$ cat src/rtl/abs_diff_eval_pkg.sv
`default_nettype none
// +----------------------------------------------------------------------------+
// | Package     : abs_diff_eval_pkg                                            |
// | Description : Shared types and helpers for the abs-diff error sweep.       |
// |               State encoding, default vector count, exact |x-y| and a      |
// |               width-generic saturating adder.                              |
// | Revision    : 1.0 - initial release                                        |
// +----------------------------------------------------------------------------+
package abs_diff_eval_pkg;

   typedef enum logic [1:0] {
      IDLE  = 2'd0,
      SWEEP = 2'd1,
      DRAIN = 2'd2,
      DONE  = 2'd3
   } state_t;

   // Vector count for the default 2-bit operand configuration.
   localparam int unsigned DEF_IN_W = 2;
   localparam int unsigned NUM_VEC  = 1 << (2 * DEF_IN_W);

   // Exact unsigned absolute difference; callers truncate to their width.
   function automatic logic [31:0] absdiff(input logic [31:0] x, input logic [31:0] y);
      return (x > y) ? (x - y) : (y - x);
   endfunction

   // acc + inc clamped to the all-ones value of a w-bit counter (w <= 64).
   // The 65-bit sum cannot overflow, so the compare against the limit is exact.
   function automatic logic [63:0] sat_add(input logic [63:0] acc,
                                           input logic [63:0] inc,
                                           input int          w);
      logic [64:0] sum;
      logic [64:0] lim;
      sum = {1'b0, acc} + {1'b0, inc};
      lim = (65'd1 << w) - 65'd1;
      return (sum > lim) ? lim[63:0] : sum[63:0];
   endfunction

endpackage
`default_nettype wire

$ cat src/rtl/abs_diff_err_acc.sv
`default_nettype none
// +----------------------------------------------------------------------------+
// | Module      : abs_diff_err_acc                                             |
// | Description : Second pipeline stage of the error sweep. For each valid     |
// |               slot computes d = |exact - approx| and accumulates sample    |
// |               count, error count, error sum (all saturating) and the       |
// |               maximum error seen.                                          |
// | Ports       : clk, rst_n        clock / async active-low reset             |
// |               clr_i             synchronous clear of all metrics           |
// |               v_i               slot valid                                 |
// |               exact_i, approx_i reference and circuit result (OUT_W)       |
// |               err_cnt_o, err_sum_o, sample_cnt_o (SUM_W), err_max_o (OUT_W)|
// | Revision    : 1.0 - initial release                                        |
// +----------------------------------------------------------------------------+
module abs_diff_err_acc
   import abs_diff_eval_pkg::*;
#(
   parameter int OUT_W = 2,
   parameter int SUM_W = 16
) (
   input  logic             clk,
   input  logic             rst_n,
   input  logic             clr_i,
   input  logic             v_i,
   input  logic [OUT_W-1:0] exact_i,
   input  logic [OUT_W-1:0] approx_i,
   output logic [SUM_W-1:0] err_cnt_o,
   output logic [SUM_W-1:0] err_sum_o,
   output logic [OUT_W-1:0] err_max_o,
   output logic [SUM_W-1:0] sample_cnt_o
);

   logic [OUT_W-1:0] w_d;
   logic             w_nz;

   logic [SUM_W-1:0] err_cnt_q,    err_cnt_d;
   logic [SUM_W-1:0] err_sum_q,    err_sum_d;
   logic [OUT_W-1:0] err_max_q,    err_max_d;
   logic [SUM_W-1:0] sample_cnt_q, sample_cnt_d;

   assign w_d  = OUT_W'(absdiff(32'(exact_i), 32'(approx_i)));
   assign w_nz = (w_d != '0);

   always_comb begin
      err_cnt_d    = err_cnt_q;
      err_sum_d    = err_sum_q;
      err_max_d    = err_max_q;
      sample_cnt_d = sample_cnt_q;
      if (clr_i) begin
         err_cnt_d    = '0;
         err_sum_d    = '0;
         err_max_d    = '0;
         sample_cnt_d = '0;
      end else if (v_i) begin
         sample_cnt_d = SUM_W'(sat_add(64'(sample_cnt_q), 64'd1, SUM_W));
         err_cnt_d    = SUM_W'(sat_add(64'(err_cnt_q), 64'(w_nz), SUM_W));
         err_sum_d    = SUM_W'(sat_add(64'(err_sum_q), 64'(w_d), SUM_W));
         if (w_d > err_max_q) begin
            err_max_d = w_d;
         end
      end
   end

   always_ff @(posedge clk or negedge rst_n) begin
      if (!rst_n) begin
         err_cnt_q    <= '0;
         err_sum_q    <= '0;
         err_max_q    <= '0;
         sample_cnt_q <= '0;
      end else begin
         err_cnt_q    <= err_cnt_d;
         err_sum_q    <= err_sum_d;
         err_max_q    <= err_max_d;
         sample_cnt_q <= sample_cnt_d;
      end
   end

   assign err_cnt_o    = err_cnt_q;
   assign err_sum_o    = err_sum_q;
   assign err_max_o    = err_max_q;
   assign sample_cnt_o = sample_cnt_q;

endmodule
`default_nettype wire

$ cat src/rtl/abs_diff_err_sweep.sv
`default_nettype none
// +----------------------------------------------------------------------------+
// | Module      : abs_diff_err_sweep                                           |
// | Description : Exhaustive stimulus source and error-metric accumulator      |
// |               wrapped around a combinational approximate |a-b| netlist.    |
// |               Sweeps every operand pair, registers the circuit output with |
// |               the exact result (S1) and accumulates error metrics (S2).    |
// | Ports       : clk, rst_n          clock / async active-low reset           |
// |               start_i             begin sweep, clear metrics (IDLE/DONE)   |
// |               hold_i              freeze stimulus, inject bubble           |
// |               abort_i             back to IDLE, metrics kept               |
// |               stim_o              {b, a} to the circuit under evaluation   |
// |               dut_out_i           circuit result                           |
// |               busy_o, done_o      status                                   |
// |               err_cnt_o, err_sum_o, err_max_o, sample_cnt_o  metrics       |
// | Revision    : 1.0 - initial release                                        |
// +----------------------------------------------------------------------------+
module abs_diff_err_sweep
   import abs_diff_eval_pkg::*;
#(
   parameter int IN_W  = 2,
   parameter int OUT_W = 2,
   parameter int SUM_W = 16
) (
   input  logic              clk,
   input  logic              rst_n,
   input  logic              start_i,
   input  logic              hold_i,
   input  logic              abort_i,
   output logic [2*IN_W-1:0] stim_o,
   input  logic [OUT_W-1:0]  dut_out_i,
   output logic              busy_o,
   output logic              done_o,
   output logic [SUM_W-1:0]  err_cnt_o,
   output logic [SUM_W-1:0]  err_sum_o,
   output logic [OUT_W-1:0]  err_max_o,
   output logic [SUM_W-1:0]  sample_cnt_o
);

   localparam int                STIM_W     = 2 * IN_W;
   localparam logic [STIM_W-1:0] c_LAST_VEC = '1;

   state_t            state_q, state_d;
   logic [STIM_W-1:0] stim_q,  stim_d;
   logic              v1_q,    v1_d;
   logic [OUT_W-1:0]  exact1_q;
   logic [OUT_W-1:0]  approx1_q;
   logic              w_clr;

   logic [IN_W-1:0]   w_a;
   logic [IN_W-1:0]   w_b;
   logic [IN_W-1:0]   w_abs_in;
   logic [OUT_W-1:0]  w_exact;

   // ------------------------------------------------------------------------
   // Exact reference for the vector currently on stim_o. The difference is
   // formed at operand width and only then resized to the circuit's width.
   // ------------------------------------------------------------------------
   assign w_a      = stim_q[IN_W-1:0];
   assign w_b      = stim_q[STIM_W-1:IN_W];
   assign w_abs_in = IN_W'(absdiff(32'(w_a), 32'(w_b)));
   assign w_exact  = OUT_W'(w_abs_in);

   // ------------------------------------------------------------------------
   // Control FSM and stimulus counter
   // ------------------------------------------------------------------------
   always_comb begin
      state_d = state_q;
      stim_d  = stim_q;
      w_clr   = 1'b0;
      if (abort_i) begin
         state_d = IDLE;
      end else begin
         case (state_q)
            IDLE, DONE: begin
               if (start_i) begin
                  state_d = SWEEP;
                  stim_d  = '0;
                  w_clr   = 1'b1;
               end
            end
            SWEEP: begin
               if (!hold_i) begin
                  if (stim_q == c_LAST_VEC) begin
                     state_d = DRAIN;
                  end else begin
                     stim_d = stim_q + STIM_W'(1);
                  end
               end
            end
            // One DRAIN cycle retires the final S1 slot, so DONE is entered on
            // the same edge that makes the last metric update visible.
            DRAIN: begin
               state_d = DONE;
            end
            default: begin
               state_d = IDLE;
            end
         endcase
      end
   end

   // The slot presented now is valid only if it is being issued this cycle;
   // a held cycle re-presents the same vector as a bubble.
   assign v1_d = !abort_i && (state_q == SWEEP) && !hold_i;

   always_ff @(posedge clk or negedge rst_n) begin
      if (!rst_n) begin
         state_q   <= IDLE;
         stim_q    <= '0;
         v1_q      <= 1'b0;
         exact1_q  <= '0;
         approx1_q <= '0;
      end else begin
         state_q   <= state_d;
         stim_q    <= stim_d;
         v1_q      <= v1_d;
         exact1_q  <= w_exact;
         approx1_q <= dut_out_i;
      end
   end

   // ------------------------------------------------------------------------
   // S2: metric accumulation
   // ------------------------------------------------------------------------
   abs_diff_err_acc #(
      .OUT_W (OUT_W),
      .SUM_W (SUM_W)
   ) u_acc (
      .clk          (clk),
      .rst_n        (rst_n),
      .clr_i        (w_clr),
      .v_i          (v1_q),
      .exact_i      (exact1_q),
      .approx_i     (approx1_q),
      .err_cnt_o    (err_cnt_o),
      .err_sum_o    (err_sum_o),
      .err_max_o    (err_max_o),
      .sample_cnt_o (sample_cnt_o)
   );

   assign stim_o = stim_q;
   assign busy_o = (state_q == SWEEP) || (state_q == DRAIN);
   assign done_o = (state_q == DONE);

endmodule
`default_nettype wire

$ cat config.mk
export PLATFORM = sky130hd
export DESIGN_NAME = abs_diff_err_sweep
export DESIGN_NICKNAME = d
export VERILOG_FILES = /design/src/rtl/abs_diff_eval_pkg.sv /design/src/rtl/abs_diff_err_acc.sv /design/src/rtl/abs_diff_err_sweep.sv
export SDC_FILE = /design/constraint.sdc
export NUM_CORES = 1
export LEC_CHECK = 0
export CORE_UTILIZATION = 30
export CTS_CLUSTER_DIAMETER = 100
export DETAILED_ROUTE_END_ITERATION = 8
export DONT_BUFFER_PORTS = 1
export PLACE_DENSITY = 0.53
export SYNTH_ARGS = -nofsm -noshare
export SYNTH_HDL_FRONTEND = slang
export SYNTH_SLANG_ARGS = --single-unit
$ cat constraint.sdc
create_clock -name clk -period 5 [get_ports clk]
set_input_delay 1 -clock clk [delete_from_list [all_inputs] [get_ports clk]]
set_output_delay 1 -clock clk [all_outputs]
set_load 0.005 [all_outputs]
-- Yosys cells after proc, flatten, opt, wreduce, memory -nomap -nowiden
Index checks and enable logic that the tools add are counted.
- logic and storage cells: 74
- output and inout bits: 56
- bits in registers: 61
- bitwise operators: 1
- $add $sub $neg: 8
- multiplexer cells: 26
- $lt $le $gt $ge: 6
- equality and inequality tests: 10
- reductions and logical operators: 14
- operators with widths (operator ; number):
    16-bit two-way mux ; 9
    17-bit by 16-bit greater-than comparator with 1-bit output, second input constant ; 3
    2-bit two-way mux ; 9
    16-bit by 1-bit adder with 17-bit output ; 1
    16-bit by 1-bit adder with 17-bit output, second input constant ; 1
    16-bit by 2-bit adder with 17-bit output ; 1
    4-bit two-way mux ; 3
    3-bit != test, second input constant ; 3
    4-bit one-hot mux with 2 select lines ; 1
    2-bit nonzero test ; 4
    2-bit subtractor ; 4
    2-bit greater-than comparator ; 3
    2-bit != test, second input constant ; 3
    2-bit one-hot mux with 3 select lines ; 1
    5-bit AND reduction ; 1
    4-bit by 1-bit adder with 4-bit output, second input constant ; 1
    2-bit equality test, second input constant ; 2
    4-bit equality test, second input constant ; 1
    1-bit two-way mux ; 3
    3-bit AND reduction ; 1
    2-bit by 1-bit equality test with 1-bit output, second input constant ; 1
    1-bit logical AND ; 2
    1-bit zero test ; 2
    2-bit zero test ; 1
    4 further kinds ; 4

-- Depth between registers and ports, before layout
Gate-level depths: netlist (run 1).
- depth in word-level cells: 8
- depth in mapped cells: 14

-- Cells and area by module
Synthesis (run 1) repeated with hierarchy kept, for this count alone.
- cells, all modules: 402
- area, all modules: 3784.9 um2
- modules (own cells, without submodules) (module ; area an instance (um2) ; instances ; cells an instance):
    abs_diff_err_acc ; 3118.0 ; 1 ; 337
    abs_diff_err_sweep ; 666.9 ; 1 ; 65

-- Worst setup path after synthesis (run 1)
No wires, ideal clock.
- path kind: register to register
- from: reg exact1_q[0]
- to: reg u_acc.err_cnt_q[3] (netlist: u_acc.err_cnt_o[3])
- data arrival time: 2.938 ns
- data required time: 4.914 ns
- cell stages (with the launch flop): 15
- setup slack: 1.976 ns
- period minus slack after synthesis: 3.024 ns
- buffers on the path: 1
- cells stage by stage: dfrtp_1 -> inv_1 -> ha_1 -> fa_1 -> a211oi_1 -> a211o_1 -> inv_1 -> nand2_1 -> ha_1 -> ha_1 -> nand4_1 -> or4_1 -> buf_2 -> and3_1 -> nor3_1
- word-level cells in the longest chain between the ends: 8
- elaborated cells on any way between the ends: 10
- classes of those cells: add/sub: 3; order compare: 2; mux: 4; reduce/logical: 1
- ends and longest elaborated chain (item ; line ; RTL):
    start, declared ; abs_diff_err_sweep.sv:46 ; logic [OUT_W-1:0] exact1_q;
    start signal, assigned ; abs_diff_err_sweep.sv:118 ; exact1_q <= w_exact;
    2-bit subtractor or 2-bit greater-than comparator (tied branches) ; abs_diff_eval_pkg.sv:24 ; return (x > y) ? (x - y) : (y - x);
    2-bit two-way mux * ; abs_diff_eval_pkg.sv:24 ;
    2-bit nonzero test * ; abs_diff_err_acc.sv:42 ; assign w_nz = (w_d != '0);
    16-bit by 1-bit adder with 17-bit output * ; abs_diff_eval_pkg.sv:34 ; sum = {1'b0, acc} + {1'b0, inc};
    17-bit by 16-bit greater-than comparator with 1-bit output ; abs_diff_eval_pkg.sv:36 ; return (sum > lim) ? lim[63:0] : sum[63:0];
    16-bit two-way mux * ; abs_diff_eval_pkg.sv:36 ;
    16-bit two-way mux * ; abs_diff_err_acc.sv:54 ; end else if (v_i) begin
    16-bit two-way mux * ; abs_diff_err_acc.sv:49 ; if (clr_i) begin
    end signal, assigned ; abs_diff_err_acc.sv:71 ; err_cnt_q <= err_cnt_d;
    end, declared ; abs_diff_err_acc.sv:36 ; logic [SUM_W-1:0] err_cnt_q, err_cnt_d;
Every way passes the cells marked *; elsewhere a longest branch is shown, timed or not. The select of a mux whose other input is x is not followed.
A chain may end at the register's enable or synchronous reset.

-- Worst setup path in the final report (run 1)
- from: reg exact1_q[0]
- to: reg u_acc.err_cnt_q[7] (netlist: u_acc.err_cnt_o[7])
Same word-level chain as after synthesis.

==> results of run 1 <==
-- registers in the layout (all words and copies together) (netlist names) --
register            count
u_acc.err_cnt_o        16
exact1_q                2
u_acc.err_sum_o        16
stim_o                  4
state_q                 2
approx1_q               2
u_acc.sample_cnt_o     16
v1_q                    1
u_acc.err_max_o         2
-- cell type report --
class                      instances  area share, %
multi-input combinational        281           46.6
tap                              143           4.51
clock buffer                      15           7.51
sequential                        61           38.5
timing repair buffer               1          0.189
inverter                          29           2.74
-- kinds of logic (layout without fill, tap and decap cells) --
family	after synthesis	count (layout)	share of synthesized area [%]
xor gates and xnor gates	3	3	0.744
muxes	2	2	0.567
adders and majority gates	22	22	8.43
buffers and inverters	42	45	4.53
AOI/OAI and AO/OA	100	100	17.0
and+or+nand+nor	154	154	25.6
DFF	61	61	43.2
-- cell usage in the layout, fill, tap and decap left out, types with 4 or more instances in the layout --
cell and instances:
a31oi_1 27, nor2b_1 5, ha_1 19, nand3_1 20, clkbuf_8 5, nand2_1 14
and3_1 8, o21ai_0 32, a211oi_1 6, a21oi_1 19, nor3_1 17, nor4_1 16
nand4_1 11, nor2_1 26, clkbuf_16 9, dfrtp_1 61, or3_1 4, inv_1 29
nand2b_1 5, and4_1 5
-- power by group through the flow --
stage	logic (mW)	clock network, mW	registers, mW
floorplan	0.274	0	0.603
global placement	0.333	0	0.626
detailed placement	0.343	0	0.629
CTS	0.344	0.638	0.621
global route	0.396	0.657	0.629
finish	0.338	0.621	0.618
-- critical path, cell delays in order (launching register included) --
cell      delay [ns]
dfrtp_1         0.34
inv_1           0.04
ha_1            0.20
fa_1            0.42
a211oi_1        0.22
a211o_1         0.19
inv_1           0.09
nand2_1         0.07
ha_1            0.21
ha_1            0.21
nand4_1         0.12
or4_1           0.71
and4_1          0.29
nor3_1          0.16
-- worst max-delay path by stage --
stage | from | endpoint | slack, ns | cells after the start
after floorplan | exact1_q[0]$_DFF_PN0_ | u_acc.err_cnt_o[3]$_DFFE_PN0P_ | 1.98 | 14
after global placement | exact1_q[0]$_DFF_PN0_ | u_acc.err_cnt_o[7]$_DFFE_PN0P_ | 1.72 | 13
after detailed placement | exact1_q[0]$_DFF_PN0_ | u_acc.err_cnt_o[10]$_DFFE_PN0P_ | 1.65 | 13
after CTS | exact1_q[0]$_DFF_PN0_ | u_acc.err_cnt_o[7]$_DFFE_PN0P_ | 1.64 | 13
after global routing | exact1_q[0]$_DFF_PN0_ | u_acc.err_sum_o[3]$_DFFE_PN0P_ | 1.39 | 11
final | exact1_q[0]$_DFF_PN0_ | u_acc.err_cnt_o[7]$_DFFE_PN0P_ | 1.63 | 13
-- metal layers --
metal / vias to the layer above / wire length (µm) / global-route usage, %
met4: 0 / 160 / 5.69
met3: 13 / 665 / 6.15
li1: 1437 / - / -
met5: - / 0 / 0
met1: 1439 / 3690 / 18.6
met2: 88 / 4180 / 23.2
-- per-stage QoR --
stage          utilization (%)  setup slack [ns]
3_3_place_gp              32.0              1.72
4_1_cts                   34.6              1.64
6_report                  34.6              1.63
3_5_place_dp              32.0              1.65
5_1_grt                   34.6              1.39
2_1_floorplan                -              1.98
==> flow_summary.json, run 1 <==
{
  "die_x_um": 111,
  "drive_above_1_share_pct": 6.20,
  "synth_area_um2": 3530,
  "synthToLayoutAreaGrowth_pct": 12.3,
  "ctsResizeCount": 0,
  "worstMarginPinSlew_ns": 1.00,
  "syn_avg_cell_area_um2": 9.20,
  "pwr_density_cell_nw_per_um2": 398,
  "multi_input_area_um2": 1850,
  "post_drt_wl_per_cell_um": 16.4,
  "synth_most_common_cell": "dfrtp_1",
  "dieArea_um2": 12200,
  "final-max-slew-violation-count": 0,
  "cts.sinks": 61,
  "power_leakage_nw": 1.65,
  "path_class": "register to register",
  "port_buffers": 0,
  "post_cts_buffers": 0,
  "stdcell_count": 530,
  "cts_buffers": 9,
  "vdd_drop_max_uv": 319,
  "finalCritPeriodShare_pct": 67.4,
  "synth_top_area_share_pct": 43.2,
  "hold_viol": 0,
  "worst_setup_path_start_kind": "register",
  "crit_required_ns": 5.25,
  "r2r_slack_ns": 1.63,
  "ys_ff_latch": 61,
  "holdBufCountCts": 0,
  "fin_crit_ns": 3.37,
  "grt.total_usage_pct": 15.0,
  "row_count": 39,
  "placed_cells": 515,
  "grt_max_degree": 62,
  "clkPwrFrac_pct": 39.4,
  "placed_area_um2": 3670,
  "critPathArrivalTime_ns": 3.62,
  "crit_fanout": 11,
  "vias": 2977,
  "first_pass_iters": 6,
  "power_mw": 1.58,
  "regArea_um2": 1530,
  "r2r_end": "u_acc.err_cnt_o[7]$_DFFE_PN0P_",
  "netlist_instances": 384,
  "n_antenna_cell": 0,
  "power_switching_mw": 0.499,
  "p_int_mw": 1.08,
  "finalSetupViolCount": 0,
  "reg2reg_depth": 13,
  "hold_class": "input pin to async pin",
  "holdWs_ns": 0.355,
  "cts_tree": "built",
  "synth_edf_count": 0,
  "regToRegStartpoint": "exact1_q[0]$_DFF_PN0_",
  "dp_hpwl_um": 5960,
  "endpoint_kind": "register",
  "core_area_um2": 11500,
  "fin_skew_ns": 0.00958,
  "ioPinCount": 63,
  "tns_ns": 0,
  "grt_overflow_total": 0,
  "synthTopCellsByArea": "dfrtp_1, ha_1, a31oi_1, o21ai_0, inv_1",
  "timing.fmax_mhz": 297,
  "power_frac_comb_pct": 21.4,
  "fin_area_um2": 3970,
  "fp.dieH_um": 111,
  "cap_violations": 0,
  "nets": 412,
  "outcome": "finished, final reports clean",
  "async_reset_ff_share_pct": 100,
  "syn_nets": 413,
  "yosysWarnings": 0,
  "clk_pin_slew_worst_paths_ns": 0.05,
  "grt_pass1_vias": 2848,
  "routabilityCongestion": 0.740,
  "p_sw_share_pct": 31.6,
  "drc": 0,
  "routed_wl_um": 8700,
  "grt_pass1_wl_um": 14700,
  "htreeDepth": 3,
  "cts_buffer_depth": 2,
  "drt_iter0_markers": 186,
  "ys_top_cells_by_count": "dfrtp_1, o21ai_0, inv_1",
  "clock_latency_ns": 0.34,
  "cts_root_buf": "clkbuf_16",
  "grt_setup_unrepaired": "false",
  "initial_core_util_pct": 30.8,
  "viasPerCell": 5.62,
  "yosys.area.top_type": "dfrtp_1",
  "ys.flop_type": "dfrtp_1",
  "synth.yosys.seq_area_share_pct": 43.2,
  "slew_headroom_pct": 33.1,
  "antenna_found_initial": 0,
  "fillers": 1148,
  "ys_types": 49,
  "pwr-share-seq_pct": 39.2,
  "antenna_left": 0
}
Note: power is estimated with default switching activity, not from simulation.
==> run 2: changes to the inputs <==
- PLACE_DENSITY: 0.53 -> 0.54
- clock period: 5 -> 2.9 ns (I/O delays scaled with it)
==> flow_summary.json, run 2 (synthesis gave the netlist of run 1 again) <==
{
  "routabilityCongestion": 0.790,
  "clkPwrFrac_pct": 35.7,
  "die_x_um": 111,
  "final-max-slew-violation-count": 0,
  "htreeDepth": 3,
  "grt_setup_unrepaired": "true",
  "cts_root_buf": "clkbuf_16",
  "vdd_drop_max_uv": 476,
  "core_area_um2": 11500,
  "dp_hpwl_um": 6320,
  "tns_ns": -0.0231,
  "pwr_density_cell_nw_per_um2": 653,
  "outcome": "finished, violations left",
  "cts_tree": "built",
  "grt.total_usage_pct": 15.9,
  "port_buffers": 0,
  "fillers": 1126,
  "power_leakage_nw": 1.77,
  "cts.sinks": 61,
  "slew_headroom_pct": 61.0,
  "pwr-share-seq_pct": 37.7,
  "power_switching_mw": 0.942,
  "dieArea_um2": 12200,
  "ioPinCount": 63,
  "crit_required_ns": 3.13,
  "antenna_found_initial": 0,
  "grt_overflow_total": 0,
  "hold_class": "input pin to async pin",
  "placed_cells": 529,
  "cpMaxStageDelayCell": "fa_2",
  "violations": "negative setup slack",
  "finalSetupViolCount": 1,
  "fp.dieH_um": 111,
  "drive_above_1_share_pct": 20.1,
  "drc": 0,
  "drt_iter0_markers": 114,
  "timing.fmax_mhz": 342,
  "clock_latency_ns": 0.33,
  "path_class": "register to register",
  "layout_common_cells": "dfrtp_1, o21ai_0, inv_1",
  "critPathArrivalTime_ns": 3.16,
  "fin_util_pct": 38.1,
  "n_antenna_cell": 0,
  "p_sw_share_pct": 33.0,
  "worst_setup_path_start_kind": "register",
  "fin_crit_ns": 2.92,
  "layout_setup_ws_ns": -0.0231,
  "holdWs_ns": 0.130,
  "crit_chain": "inv_1 -> ha_2 -> fa_2 -> a211oi_2 -> a211o_1 -> buf_4 -> ha_4 -> a21oi_2 -> nand2b_4 -> or3_2 -> a221oi_2",
  "grt_pass1_wl_um": 15700,
  "placed_area_um2": 3810,
  "viasPerCell": 5.58,
  "routed_wl_um": 9570,
  "fin_area_um2": 4370,
  "place_ws_ns": -0.0827,
  "p_int_mw": 1.91,
  "crit_fanout": 3,
  "post_drt_wl_per_cell_um": 17.4,
  "cap_violations": 0,
  "first_pass_iters": 4,
  "stdcell_count": 551,
  "initial_core_util_pct": 30.8,
  "mostFrequentLayoutCell": "dfrtp_1",
  "synthToLayoutAreaGrowth_pct": 23.5,
  "power_mw": 2.85,
  "hold_viol": 0,
  "grt_pass1_vias": 3063,
  "clk_pin_slew_worst_paths_ns": 0.05,
  "power_frac_comb_pct": 26.6,
  "finalCritPeriodShare_pct": 101,
  "cts_buffers": 9,
  "vias": 3077,
  "worstMarginPinSlew_ns": 0.583,
  "crit_path_max_incr_delay_ns": 0.57,
  "row_count": 39,
  "grt_max_degree": 62,
  "antenna_left": 0,
  "endpoint_kind": "register",
  "fin_skew_ns": 0.00424,
  "cts_buffer_depth": 2,
  "nets": 433
}
-- run 2: cell count changes in the layout (fill, tap and decap cells not counted), moves of 4 or more --
cell and change:
ha_1 -4, nor4_1 -9, a211oi_1 -4, a31oi_1 -4
a211oi_2 +4, nor4_2 +9, buf_4 +17
-- run 2: routing by layer --
| layer | wire length [µm] | vias to the layer above | part of all wire [%] | track usage (%) |
|---|---|---|---|---|
| li1 | - | 1480 | - | - |
| met1 | 4310 | 1528 | 45 | 20.0 |
| met2 | 4660 | 60 | 49 | 25.3 |
| met3 | 474 | 9 | 5.0 | 5.38 |
| met4 | 119 | 0 | 1.2 | 5.33 |
| met5 | 0 | - | 0 | 0 |
-- run 2: repair_timing --
item | in CTS | in global routing
pin swaps | 3 | 16
gates resized for setup | 3 | 36
hold buffers | 1 | 0
setup buffers | 0 | 6
hold endpoints to repair | 61 | 0
endpoints found under the setup margin | 20 | 30
-- run 2: cell type report --
type / count / area [µm²] / area share [%]
multi-input cells: 281 / 2070 / 47.5
flip-flops and latches: 61 / 1530 / 35.0
clock buffers: 14 / 274 / 6.28
repair buffers: 22 / 200 / 4.59
well taps: 143 / 179 / 4.10
inverters: 29 / 109 / 2.49
clock inverters: 1 / 5.00 / 0.115
-- run 2: power by group through the flow --
stage          Clock [mW]  Combinational (mW)  Sequential, mW
5_1_grt              1.08               0.868            1.09
3_3_place_gp            0               0.648            1.09
2_1_floorplan           0               0.501            1.04
4_1_cts              1.05               0.694            1.07
6_report             1.02               0.757            1.07
3_5_place_dp            0               0.662            1.09
-- run 2: worst paths after layout --
path / slack, ns / cells past startpoint / start / to
max: -0.02 / 11 / exact1_q[0]$_DFF_PN0_ / u_acc.err_sum_o[7]$_DFFE_PN0P_
min: 0.13 / 1 / rst_n / stim_o[1]$_DFFE_PN0P_
max reg2reg: -0.02 / 11 / exact1_q[0]$_DFF_PN0_ / u_acc.err_sum_o[7]$_DFFE_PN0P_
min reg2reg: 0.56 / 1 / u_acc.err_cnt_o[11]$_DFFE_PN0P_ / u_acc.err_cnt_o[11]$_DFFE_PN0P_
max in group asynchronous: 2.52 / 1 / rst_n / u_acc.err_cnt_o[15]$_DFFE_PN0P_
min in group clk: 0.28 / 0 / dut_out_i[1] / approx1_q[1]$_DFF_PN0_
-- run 2: critical path: cells and delay by family (launching register included) --
kind,cells,cell delay (ns)
AOI/OAI and AO/OA,4,0.70
adders and majority gates,3,1.01
DFF,1,0.35
buffers and inverters,2,0.21
and+or+nand+nor,2,0.56
